### src/rtl/shift_pkg.sv
// Shared definitions for the shift_pipe barrel shifter.
//   SH_*          : operation encodings carried on in_op
//   SH_*_MAX      : widths of the stage payload fields. Every field is sized
//                   for the largest supported configuration (WIDTH 64,
//                   TAG_W 16). Smaller builds use the low bits and keep the
//                   upper bits at zero.
//   stage_pay_t   : everything one pipeline stage hands to the next
//   fill_bit()    : the bit shifted in from the MSB side for right shifts
package shift_pkg;

  localparam logic [1:0] SH_SLL  = 2'b00;
  localparam logic [1:0] SH_SRL  = 2'b01;
  localparam logic [1:0] SH_SRA  = 2'b10;
  localparam logic [1:0] SH_ROTR = 2'b11;

  localparam int SH_DATA_MAX = 64;
  localparam int SH_TAG_MAX  = 16;
  localparam int SH_AMT_MAX  = 6;

  typedef struct packed {
    logic [SH_DATA_MAX-1:0] data;
    logic [1:0]             op;
    logic [SH_AMT_MAX-1:0]  amt;
    logic [SH_TAG_MAX-1:0]  tag;
    logic                   fill;
    logic                   carry;
  } stage_pay_t;

  // SRA replicates the operand sign; every other op shifts in zeros.
  function automatic logic fill_bit(input logic [1:0] op, input logic msb);
    return (op == SH_SRA) ? msb : 1'b0;
  endfunction

endpackage

### src/rtl/shift_stage.sv
// One level of the logarithmic shifter plus its pipeline register.
// Stage K shifts by 2**K when amount bit K is set. Otherwise it passes the
// payload through unchanged. The register holds while 'hold' is high.
//   clk, rst   : clock, asynchronous active-high reset
//   hold       : pipeline stall, so every field keeps its value
//   src_valid  : valid bit of the incoming payload
//   src        : payload from the previous stage (or from the pipe input)
//   dst_valid  : registered valid bit
//   dst        : registered payload
// Optional: SHIFT_PIPE_CARRY_EN makes the stage track the last bit shifted out.
module shift_stage
  import shift_pkg::*;
#(
  parameter int WIDTH = 32,
  parameter int K     = 0
) (
  input  logic       clk,
  input  logic       rst,
  input  logic       hold,
  input  logic       src_valid,
  input  stage_pay_t src,
  output logic       dst_valid,
  output stage_pay_t dst
);

  localparam int S = 1 << K;

  logic [WIDTH-1:0] cur;
  logic [WIDTH-1:0] shifted;
  logic             take;
  logic             carry_bit;
  stage_pay_t       nxt;

  always_comb begin
    cur       = src.data[WIDTH-1:0];
    take      = src.amt[K];
    shifted   = cur;
    carry_bit = 1'b0;
    case (src.op)
      SH_SLL: begin
        shifted   = {cur[WIDTH-S-1:0], {S{1'b0}}};
        carry_bit = cur[WIDTH-S];
      end
      SH_SRL, SH_SRA: begin
        shifted   = {{S{src.fill}}, cur[WIDTH-1:S]};
        carry_bit = cur[S-1];
      end
      default: begin
        // Rotate: the low S bits wrap into the top. The carry is the new MSB.
        shifted   = {cur[S-1:0], cur[WIDTH-1:S]};
        carry_bit = cur[S-1];
      end
    endcase

    nxt = src;
    if (take) nxt.data = SH_DATA_MAX'(shifted);
`ifdef SHIFT_PIPE_CARRY_EN
    if (take) nxt.carry = carry_bit;
`else
    nxt.carry = 1'b0;
`endif
  end

`ifndef SHIFT_PIPE_CARRY_EN
  logic unused_carry;
  assign unused_carry = carry_bit;
`endif

  // ---- stage register ----
  always_ff @(posedge clk or posedge rst) begin
    if (rst) begin
      dst_valid <= 1'b0;
      dst       <= '0;
    end else if (!hold) begin
      dst_valid <= src_valid;
      dst       <= nxt;
    end
  end

endmodule

### src/rtl/shift_pipe.sv
// Pipelined barrel shifter (SLL / SRL / SRA / ROTR) for the execute stage.
// The pipe has one log-shifter level per stage and $clog2(WIDTH) stages.
// Both ends use a valid/ready handshake, and the whole pipe freezes while
// the output is stalled. Bubbles stay in place and are not collapsed.
//   clk, rst    : clock, asynchronous active-high reset
//   in_valid    : operation presented
//   in_ready    : operation accepted this cycle (low only on output stall)
//   in_op       : 00 SLL, 01 SRL, 10 SRA, 11 ROTR
//   in_amt      : shift amount. Only the low $clog2(WIDTH) bits are used, so
//                 larger amounts wrap modulo WIDTH.
//   in_data     : operand
//   in_tag      : destination tag, passed through unchanged
//   out_valid   : result present
//   out_ready   : consumer takes the result
//   out_data    : result
//   out_tag     : tag of the result
//   out_carry   : last bit shifted out (only with SHIFT_PIPE_CARRY_EN)
module shift_pipe
  import shift_pkg::*;
#(
  parameter int WIDTH = 32,
  parameter int TAG_W = 5
) (
  input  logic             clk,
  input  logic             rst,
  input  logic             in_valid,
  output logic             in_ready,
  input  logic [1:0]       in_op,
  input  logic [WIDTH-1:0] in_amt,
  input  logic [WIDTH-1:0] in_data,
  input  logic [TAG_W-1:0] in_tag,
  output logic             out_valid,
  input  logic             out_ready,
  output logic [WIDTH-1:0] out_data,
  output logic [TAG_W-1:0] out_tag
`ifdef SHIFT_PIPE_CARRY_EN
  ,
  output logic             out_carry
`endif
);

  localparam int SHW = $clog2(WIDTH);

  logic       stall;
  stage_pay_t head;
  stage_pay_t pay [SHW];
  logic       vld [SHW];

  assign stall    = out_valid & ~out_ready;
  assign in_ready = ~stall;

  // The SRA fill bit is captured here, once, from the original operand MSB.
  always_comb begin
    head      = '0;
    head.data = SH_DATA_MAX'(in_data);
    head.op   = in_op;
    head.amt  = SH_AMT_MAX'(in_amt[SHW-1:0]);
    head.tag  = SH_TAG_MAX'(in_tag);
    head.fill = fill_bit(in_op, in_data[WIDTH-1]);
  end

  // ---- stage 0 .. SHW-1 ----
  for (genvar k = 0; k < SHW; k++) begin : g_stage
    if (k == 0) begin : g_first
      shift_stage #(.WIDTH(WIDTH), .K(k)) u_stage (
        .clk       (clk),
        .rst       (rst),
        .hold      (stall),
        .src_valid (in_valid),
        .src       (head),
        .dst_valid (vld[k]),
        .dst       (pay[k])
      );
    end else begin : g_next
      shift_stage #(.WIDTH(WIDTH), .K(k)) u_stage (
        .clk       (clk),
        .rst       (rst),
        .hold      (stall),
        .src_valid (vld[k-1]),
        .src       (pay[k-1]),
        .dst_valid (vld[k]),
        .dst       (pay[k])
      );
    end
  end

  assign out_valid = vld[SHW-1];
  assign out_data  = pay[SHW-1].data[WIDTH-1:0];
  assign out_tag   = pay[SHW-1].tag[TAG_W-1:0];
`ifdef SHIFT_PIPE_CARRY_EN
  assign out_carry = pay[SHW-1].carry;
`endif

  // The amount bits above SHW are ignored. The last stage's op, amount,
  // fill and padding bits have no consumer.
  logic unused_bits;
  assign unused_bits = ^{in_amt[WIDTH-1:SHW], pay[SHW-1]};

endmodule
### config.mk
export PLATFORM = sky130hd
export DESIGN_NAME = shift_pipe
export DESIGN_NICKNAME = d
export VERILOG_FILES = /design/src/rtl/shift_pkg.sv /design/src/rtl/shift_stage.sv /design/src/rtl/shift_pipe.sv
export SDC_FILE = /design/constraint.sdc
export NUM_CORES = 1
export LEC_CHECK = 0
export ABC_AREA = 0
export CAP_MARGIN = 20
export CORE_UTILIZATION = 51
export CTS_CLUSTER_DIAMETER = 80
export DETAILED_ROUTE_END_ITERATION = 10
export GPL_TIMING_DRIVEN = 0
export PLACE_DENSITY = 0.82
export SETUP_SLACK_MARGIN = 0.3
export SYNTH_ARGS = -nofsm -noshare
export SYNTH_HDL_FRONTEND = slang
export SYNTH_SLANG_ARGS = --single-unit
export TNS_END_PERCENT = 1
### constraint.sdc
create_clock -name clk -period 5.9 [get_ports clk]
set_input_delay 0.59 -clock clk [delete_from_list [all_inputs] [get_ports clk]]
set_output_delay 0.59 -clock clk [all_outputs]
set_load 0.03 [all_outputs]
==> flow_summary.json <==
{
  "syn-cell-area_um2": 10390,
  "yosysWarnings": 0,
  "leakagePower_uw": 0.005179,
  "areaGrowthSynthToFinish_pct": 18.74,
  "vias": 9106,
  "period_needed_ps": 3295,
  "vdd_drop_max_v": 0.0002091,
  "finalMaxSlewViolations": 0,
  "cts.clk_slew.worst_paths_ps": 60,
  "rows": 51,
  "synth_cells": 1148,
  "hpwl_um": 21690,
  "worst_pin_slew_ps": 874.4,
  "max_cap_violations": 0,
  "fin_util_pct": 62.55,
  "h-tree-depth": 1,
  "critPathMaxFanout": 10,
  "numClockSinks": 212,
  "yosysTopAreaCell": "dfrtp_1",
  "root_buffer": "clkbuf_16",
  "crit_required_ps": 5310,
  "overflow": 0,
  "status": "complete, no violations",
  "p_per_area_nw_per_um2": 590.3,
  "max-slew-margin-rel_pct": 41.58,
  "fin_skew_ps": 10.84,
  "r2r-end": "g_stage[1].g_next.u_stage.dst[39]$_DFFE_PP0N_",
  "synthesis.nets": 1234,
  "rr_worst_depth": 6,
  "antenna_found_initial": 0,
  "place_congestion": 0.9782,
  "reg2reg_setup_slack_ps": 3960,
  "setup_violations": 0,
  "drive_gt1_share_pct": 9.184,
  "core_area_um2": 19720,
  "startpoint_type": "primary input",
  "synthArstFlopShare_pct": 100.0,
  "cp-startpoint": "out_ready",
  "post_cts_buffers": 0,
  "tns_ps": 0,
  "min_period_over_period_pct": 55.84,
  "grt_pass1_wl_um": 45940,
  "crit_arrival_ps": 2700,
  "postLayoutCellArea_um2": 12330,
  "holdWs_ps": 464.0,
  "synth_seq_cells": 212,
  "ys.flop_type": "dfrtp_1",
  "avgSynthCellArea_um2": 9.047,
  "synth.most_common_cell": "nand2_1",
  "io_pins": 114,
  "synth_edf_count": 0,
  "synth.area.top_cells": "dfrtp_1 (51%), nand2_1 (9.6%), a221oi_1 (7.4%), o21ai_0 (7.3%), o21ai_1 (3.0%)",
  "first_global_vias": 8727,
  "synth_commonest_cells": "nand2_1 (266), dfrtp_1 (212), o21ai_0 (151), a221oi_1 (88), o21ai_1 (63)",
  "antenna_left": 0,
  "drc_errors": 0,
  "hold_buffers": 0,
  "avgViaCountPerCell": 5.917,
  "numCtsBuffers": 22,
  "die_h_um": 144.7,
  "rsz0062_at_grt": "no",
  "diodes": 0,
  "path_class": "primary input to output pin",
  "path_cells": "clkdlybuf4s50_1, nor2b_1, buf_4, inv_2, buf_2, buf_2, clkdlybuf4s50_1",
  "clockBufferDepth": 3,
  "dieWidth_um": 144.7,
  "routed_wl_um": 28480,
  "layout.cells.non_filler": 1539,
  "tritoncts": "yes",
  "slowest_delay_ps": 700,
  "final_hold_viol_count": 0,
  "dpl_cell_area_um2": 11680,
  "grtUsageTotal_pct": 28.71,
  "crit_path_top_delay_cell": "clkdlybuf4s50_1",
  "post_cts_resized": 0,
  "cp-end-kind": "output pin",
  "worstSetupEndpoint": "in_ready",
  "grt_max_degree": 42,
  "initial_utilization_pct": 52.67,
  "die-area_um2": 20940,
  "wire_per_inst_um": 18.51,
  "fmax_ghz": 0.3035,
  "holdCritPathClass": "flip-flop to flip-flop",
  "yosysTopAreaCellShare_pct": 51.08,
  "portBuffers": 86,
  "seq_area_frac_synth_pct": 51.08,
  "clock_latency_ps": 510,
  "dpl.cell_count": 1504,
  "dr.pass1.iters": 5,
  "fin_nets": 1349,
  "r2r-start": "g_stage[0].g_first.u_stage.dst[24]$_DFFE_PP0N_",
  "drt_iter0_drc": 662,
  "synth_cell_types": 37
}
==> through the flow <==
step	total power, uW	setup WS [ps]
floorplan	4832	2554
detailed placement	5952	2627
global placement	5852	1090
finish	7280	2605
global route	7751	2536
CTS	7239	2614
==> layout make-up <==
cell class / count / area, um2
Tap cell: 265 / 331.6
Fill cell: 1646 / 7385
Clock inverter: 2 / 17.52
Timing Repair Buffer: 91 / 960.9
Clock buffer: 33 / 633.1
Inverter: 19 / 75.07
Buffer: 104 / 525.5
Multi-Input combinational cell: 813 / 4484
Sequential cell: 212 / 5305
==> flip-flops by register name (all words and copies together), names as in the netlist <==
signal                             cells
g_stage.g_next.u_stage.dst_valid       4
g_stage.g_first.u_stage.dst_valid      1
g_stage.g_next.u_stage.dst           163
g_stage.g_first.u_stage.dst           44
==> worst min-delay path by stage <==
stage	startpoint	endpoint	slack, ps	cells past startpoint
after floorplan	g_stage[3].g_next.u_stage.dst_valid$_DFFE_PP0N_	g_stage[3].g_next.u_stage.dst_valid$_DFFE_PP0N_	430	2
after global placement	g_stage[3].g_next.u_stage.dst_valid$_DFFE_PP0N_	g_stage[3].g_next.u_stage.dst_valid$_DFFE_PP0N_	440	2
after detailed placement	g_stage[4].g_next.u_stage.dst[6]$_DFFE_PP0N_	g_stage[4].g_next.u_stage.dst[6]$_DFFE_PP0N_	450	2
after CTS	g_stage[4].g_next.u_stage.dst[6]$_DFFE_PP0N_	g_stage[4].g_next.u_stage.dst[6]$_DFFE_PP0N_	470	2
after global routing	g_stage[0].g_first.u_stage.dst[2]$_DFFE_PP0N_	g_stage[0].g_first.u_stage.dst[2]$_DFFE_PP0N_	490	2
final	g_stage[4].g_next.u_stage.dst[6]$_DFFE_PP0N_	g_stage[4].g_next.u_stage.dst[6]$_DFFE_PP0N_	460	2
==> per-layer routing <==
metal / vias up / GRT usage [%] / share of wire [%]
met3: 99 / 3.883 / 4.9
met1: 4275 / 36.92 / 42
met4: 0 / 16.12 / 6.0
li1: 4355 / - / -
met2: 377 / 46.94 / 47
met5: - / 0 / 0
==> power by group <==
part / internal, uW / total (uW) / leakage, uW / switching, uW
Sequential: 2130 / 2850 / 0.00257 / 725
Clock: 737 / 1280 / 0.000316 / 543
Combinational: 1250 / 3150 / 0.00230 / 1890
==> cells in the final DEF (no fill, tap or decap), drive strengths merged, types with 21 or more instances in the layout <==
cell           count
a221oi           108
a31oi             21
buf               67
clkbuf            75
clkdlybuf4s50     86
dfrtp            212
nand2            266
nand3             23
nor2              59
nor2b             27
o21ai            214
==> worst max-delay path: cells and delay by family <==
kind | cells | cell delay, ps
AND/OR/NAND/NOR | 1 | 50
buffers and inverters | 6 | 2060
==> kinds of logic after synthesis <==
group | after synthesis | share of synthesized area [%]
compound gates | 399 | 25.91
buf+inv | 123 | 5.746
flops | 212 | 51.08
fa+ha+maj | 11 | 1.325
simple gates | 403 | 15.94
(Power assumes the default switching activity.)
==> RTL edit 1, RTL diff (config.mk and constraints unchanged) <==
The option `SHIFT_PIPE_CARRY_EN` is turned on by a define.
--- a/src/rtl/shift_stage.sv
+++ b/src/rtl/shift_stage.sv
@@ -9,4 +9,6 @@
 //   dst        : registered payload
 // Optional: SHIFT_PIPE_CARRY_EN makes the stage track the last bit shifted out.
+`define SHIFT_PIPE_CARRY_EN
+
 module shift_stage
   import shift_pkg::*;
Check against the original RTL (old outputs only; new: out_carry): no difference found for any inputs over 4 cycles, from zero or initial values and one cycle with rst high; that may be too few to reach the edited logic, so the function may still have changed.
==> RTL edit 1 against the unedited design <==
Combinational power grew 2%; power grew 4.5%; via count grew 2.4%; setup slack lost 0.015 ns; synthesized area grew 2.0%; sequential cell count grew 5; cell area grew 2.9%; routed wire length grew 4.3%; first-iteration DRC count shrank 0.30%; maximum frequency shrank 0.46%; critical path type unchanged.
==> RTL edit 1: results <==
sta:
  skew_ns: 0.00889
  tightest_slew_ns: 0.773
  final_hold_viol_count: 0
yosys:
  synthTopCellsByCount: "nand2_1 (272), dfrtp_1 (217), o21ai_0 (182), a221oi_1 (96), nor2_1 (63)"
  ys_seq_area_frac: 0.512
  synthTopCellsByArea: "dfrtp_1 (51%), nand2_1 (9.6%), o21ai_0 (8.6%)"
  synth_cells: 1173
  synth_nets: 1259
  yosys_warnings: 0
  synth.distinct_cells: 40
  async_flop_share: 1.00
final_layout:
  nFillCells: 1729
  reg_top3: "g_stage.g_next.u_stage.dst: 167 flops, g_stage.g_first.u_stage.dst: 45 flops, g_stage.g_next.u_stage.dst_valid: 4 flops"
  final_nets: 1375
  layout-drive-gt1-share: 0.0897
  layoutNonFillerInstCount: 1575
  diodes: 0
global_route:
  use_met1: 0.364
  grt_pass1_wl_um: 47500
  met3_usage: 0.0316
  grt_pass1_vias: 8780
  grtUsageMet2: 0.467
  grt_max_degree: 44
  grtUsageTotal: 0.281
placement:
  pre_cts_slack_ns: 2.59
  place.gp.congestion: 0.951
  port_buffers: 87
  placed_cells: 1535
  placed_cell_area_um2: 11900
  place_hpwl_um: 22500
clocking:
  cts_buffers: 22
  h-tree-depth: 1
  ctsHoldBuffers: 0
  post_cts_buffers: 0
  cts_resized: 0
  insertion_delay_ns: 0.51
  clock_path_buffers: 3
  clk_pin_slew_worst_paths_ns: 0.06
power_and_ir_drop:
  ir_drop_mv: 0.219
  p_leak_nw: 5.36
  power.share.switching: 0.428
  clockPowerShare: 0.196
drt:
  routed_wl_um: 29700
  drt_iter0_markers: 660
  dr.pass1.iters: 5
  viasPerCell: 5.92
run_status:
  outcome: "finished, final reports clean"
critical_path:
  cp_max_fo: 10
  worst_ep_arrival_time_ns: 2.72
worst_hold_path:
  min-delay-path-class: "register to register"
==> RTL edit 1: final cells by class <==
| class | count | area (um2) | share of cell area |
|---|---|---|---|
| Inverter | 19 | 75.1 | 0.00591 |
| Clock inverter | 8 | 123 | 0.00966 |
| Multi-Input combinational cell | 833 | 4580 | 0.361 |
| Tap cell | 270 | 338 | 0.0266 |
| Clock buffer | 32 | 659 | 0.0519 |
| Sequential cell | 217 | 5430 | 0.428 |
| Buffer | 104 | 518 | 0.0408 |
| Timing Repair Buffer | 92 | 971 | 0.0765 |
==> RTL edit 1: metal layers <==
| layer | up-vias | part of all wire |
|---|---|---|
| met5 | - | 0 |
| met4 | 0 | 0.052 |
| met3 | 90 | 0.054 |
| met2 | 393 | 0.47 |
| met1 | 4380 | 0.42 |
| li1 | 4462 | - |
==> RTL edit 1: power groups by stage <==
stage / logic (W) / clock network [W] / registers (W)
2_1_floorplan: 0.00202 / 0 / 0.00288
3_3_place_gp: 0.00310 / 0 / 0.00286
3_5_place_dp: 0.00318 / 0 / 0.00289
4_1_cts: 0.00320 / 0.00150 / 0.00286
5_1_grt: 0.00353 / 0.00156 / 0.00296
6_report: 0.00322 / 0.00149 / 0.00290
==> RTL edit 1: final timing paths <==
path	from	endpoint	slack, ns	cells after the start
min	g_stage[0].g_first.u_stage.dst[3]	g_stage[0].g_first.u_stage.dst[3]	0.47	2
max in group asynchronous	rst	g_stage[0].g_first.u_stage.dst[57]	4.21	5
min in group asynchronous	rst	g_stage[4].g_next.u_stage.dst[55]	0.57	2
min reg2reg	g_stage[0].g_first.u_stage.dst[3]	g_stage[0].g_first.u_stage.dst[3]	0.47	2
max	out_ready	in_ready	2.59	7
max reg2reg	g_stage[4].g_next.u_stage.dst_valid	g_stage[1].g_next.u_stage.dst[20]	3.91	7
==> RTL edit 1: logic make-up (layout without fill, tap and decap cells) <==
| kind of cell | Yosys count | in the layout | share of synthesized area |
|---|---|---|---|
| buf+inv | 123 | 255 | 0.0556 |
| flops | 217 | 217 | 0.512 |
| mux | 5 | 5 | 0.00472 |
| simple gates | 409 | 409 | 0.158 |
| fa+ha+maj | 11 | 11 | 0.0130 |
| compound gates | 408 | 408 | 0.256 |
==> RTL edit 1: worst max-delay path, cell delays in order <==
cell,delay [ns]
clkdlybuf4s50_1,0.47
nor2b_1,0.05
buf_4,0.17
inv_2,0.14
buf_2,0.32
buf_2,0.27
clkdlybuf4s50_1,0.70
==> RTL edit 2, RTL diff (same flow settings) <==
Made on the original files. Reset style: synchronous (`rst`), changed in one clocked block. Comments in the files are not updated.
--- a/src/rtl/shift_stage.sv
+++ b/src/rtl/shift_stage.sv
@@ -68,5 +68,5 @@
 
   // ---- stage register ----
-  always_ff @(posedge clk or posedge rst) begin
+  always_ff @(posedge clk) begin
     if (rst) begin
       dst_valid <= 1'b0;
Formal check against the unedited RTL: not equivalent (Yosys sat finds a counterexample within 10 cycles, from zero or initial values and one cycle with rst high; the reset may be asserted at any time).
==> RTL edit 2 against the unedited design <==
Count of clock-buffer cells in the layout decreased by 3; sequential share of layout area decreased by 8.4 points; cell area decreased by 0.64%; synthesized area decreased by 0.57%; setup slack improved by 0.096 ns; maximum frequency increased by 3.0%; hold slack got worse by 0.012 ns; utilization decreased by 0.20 points; first-iteration DRC count increased by 39%; non-clock buffer count increased by 28; sequential cell count unchanged; routed wire length increased by 14%; cell count increased by 3.8%; critical endpoint unchanged.
Power is not compared: it rests on default switching activity, and its combinational part moved more than twofold at a synthesized area within 25%.
==> RTL edit 2: results <==
clocking:
  cts_buffers: 23
  insertion_delay_ns: 0.54
worst_hold_path:
  worst_hold_path.num_cells: 2
  worstHoldStart: "g_stage[4].g_next.u_stage.dst[50]"
  hold_path_end: "g_stage[4].g_next.u_stage.dst[50]"
global_route:
  grt_pass1_wl_um: 51400
  grtUsageTotal: 0.317
  grt_max_degree: 14
  grt_pass1_vias: 9484
yosys:
  synth_compound_area_frac: 0.327
  synth_top_flop_cell: "dfxtp_1"
  async_flop_share: 0
  synthTopCellsByCount: "dfxtp_1 (212), nand2_1 (117), a221oi_1 (113), o21ai_0 (113)"
  synthTopCellsByArea: "dfxtp_1 (41%), a221oi_1 (9.6%), nand3b_1 (7.1%)"
  synth.distinct_cells: 32
  synth-xor-area-share: 0
  yosys.area_share.adder: 0.0133
  ys_seq_area_frac: 0.411
  muxShareOfSynthArea: 0
  synth_nets: 1293
placement:
  placed_cell_area_um2: 11500
  place.gp.congestion: 0.965
  place_hpwl_um: 24200
  port_buffers: 85
power_and_ir_drop:
  ir_drop_mv: 0.205
sta:
  skew_ns: 0.0256
  slew_headroom: 0.497
drt:
  routedWlPerCell_um: 20.4
  viasPerCell: 6.36
  drt_iter0_markers: 917
  drt-met1-wl_um: 13900
  wl_met2_um: 14900
  dr.pass1.iters: 5
  topRoutingLayerUsed: "met4"
  routed-wl-met3_um: 2290
critical_path:
  r2r_start: "g_stage[2].g_next.u_stage.dst[24]"
  r2r-end: "g_stage[3].g_next.u_stage.dst[26]"
  ff2ff_path_depth: 7
  r2r_slack_ns: 3.80
final_layout:
  final_nets: 1403
  diodes: 0
  layout-drive-gt1-share: 0.0878
run_status:
  outcome: "finished, final reports clean"
RTL edit 2: changes by cell type after synthesis, sizes merged, moves of 22 or more:
| cell | unedited run | this run |
|---|---|---|
| nand2 | 266 | 117 |
| nand3b | 0 | 99 |
| nor2b | 27 | 5 |
| a21oi | 16 | 82 |
| o31ai | 0 | 98 |
| dfrtp | 212 | 0 |
| dfxtp | 0 | 212 |
| and2 | 0 | 23 |
| o21ai | 214 | 114 |
| clkbuf | 42 | 77 |
RTL edit 2: area by class of cell:
class	count	area, um2
buffer	138	631
clock buffer	30	642
clock inverter	11	103
fill	1787	7400
inverter	17	63.8
multi-input combinational	840	5390
sequential	212	4240
tap	265	332
timing repair buffer	85	851
RTL edit 2: worst max-delay path: stages:
cell and delay [ns]:
clkdlybuf4s50_1 0.47, nor2b_2 0.06, inv_2 0.20, buf_2 0.25, buf_2 0.29, clkdlybuf4s50_1 0.73
RTL edit 2: report_power, final:
| group | internal [W] | switching [W] | total, W |
|---|---|---|---|
| logic | 0.000165 | 0.000214 | 0.000379 |
| clock network | 0.000817 | 0.000602 | 0.00142 |
| registers | 0.00151 | 0.0000987 | 0.00161 |
RTL edit 2: per-stage QoR:
stage | utilization | power, W | worst slack [ns] | cells | hold slack [ns]
final | 0.624 | 0.00341 | 2.70 | 1598 | 0.452
after global routing | 0.624 | 0.00352 | 2.64 | 1598 | 0.465
after CTS | 0.624 | 0.00340 | 2.73 | 1598 | 0.452
after detailed placement | 0.586 | 0.00201 | 2.73 | 1557 | 0.445
after global placement | 0.586 | 0.00200 | 2.76 | 1557 | 0.439
after floorplan | - | 0.00185 | 4.04 | 1207 | 0.432
RTL edit 2: layer usage:
metal	track usage	vias up
li1	-	4795
met1	0.411	4797
met2	0.514	472
met3	0.0487	107
met4	0.150	0
met5	0	-
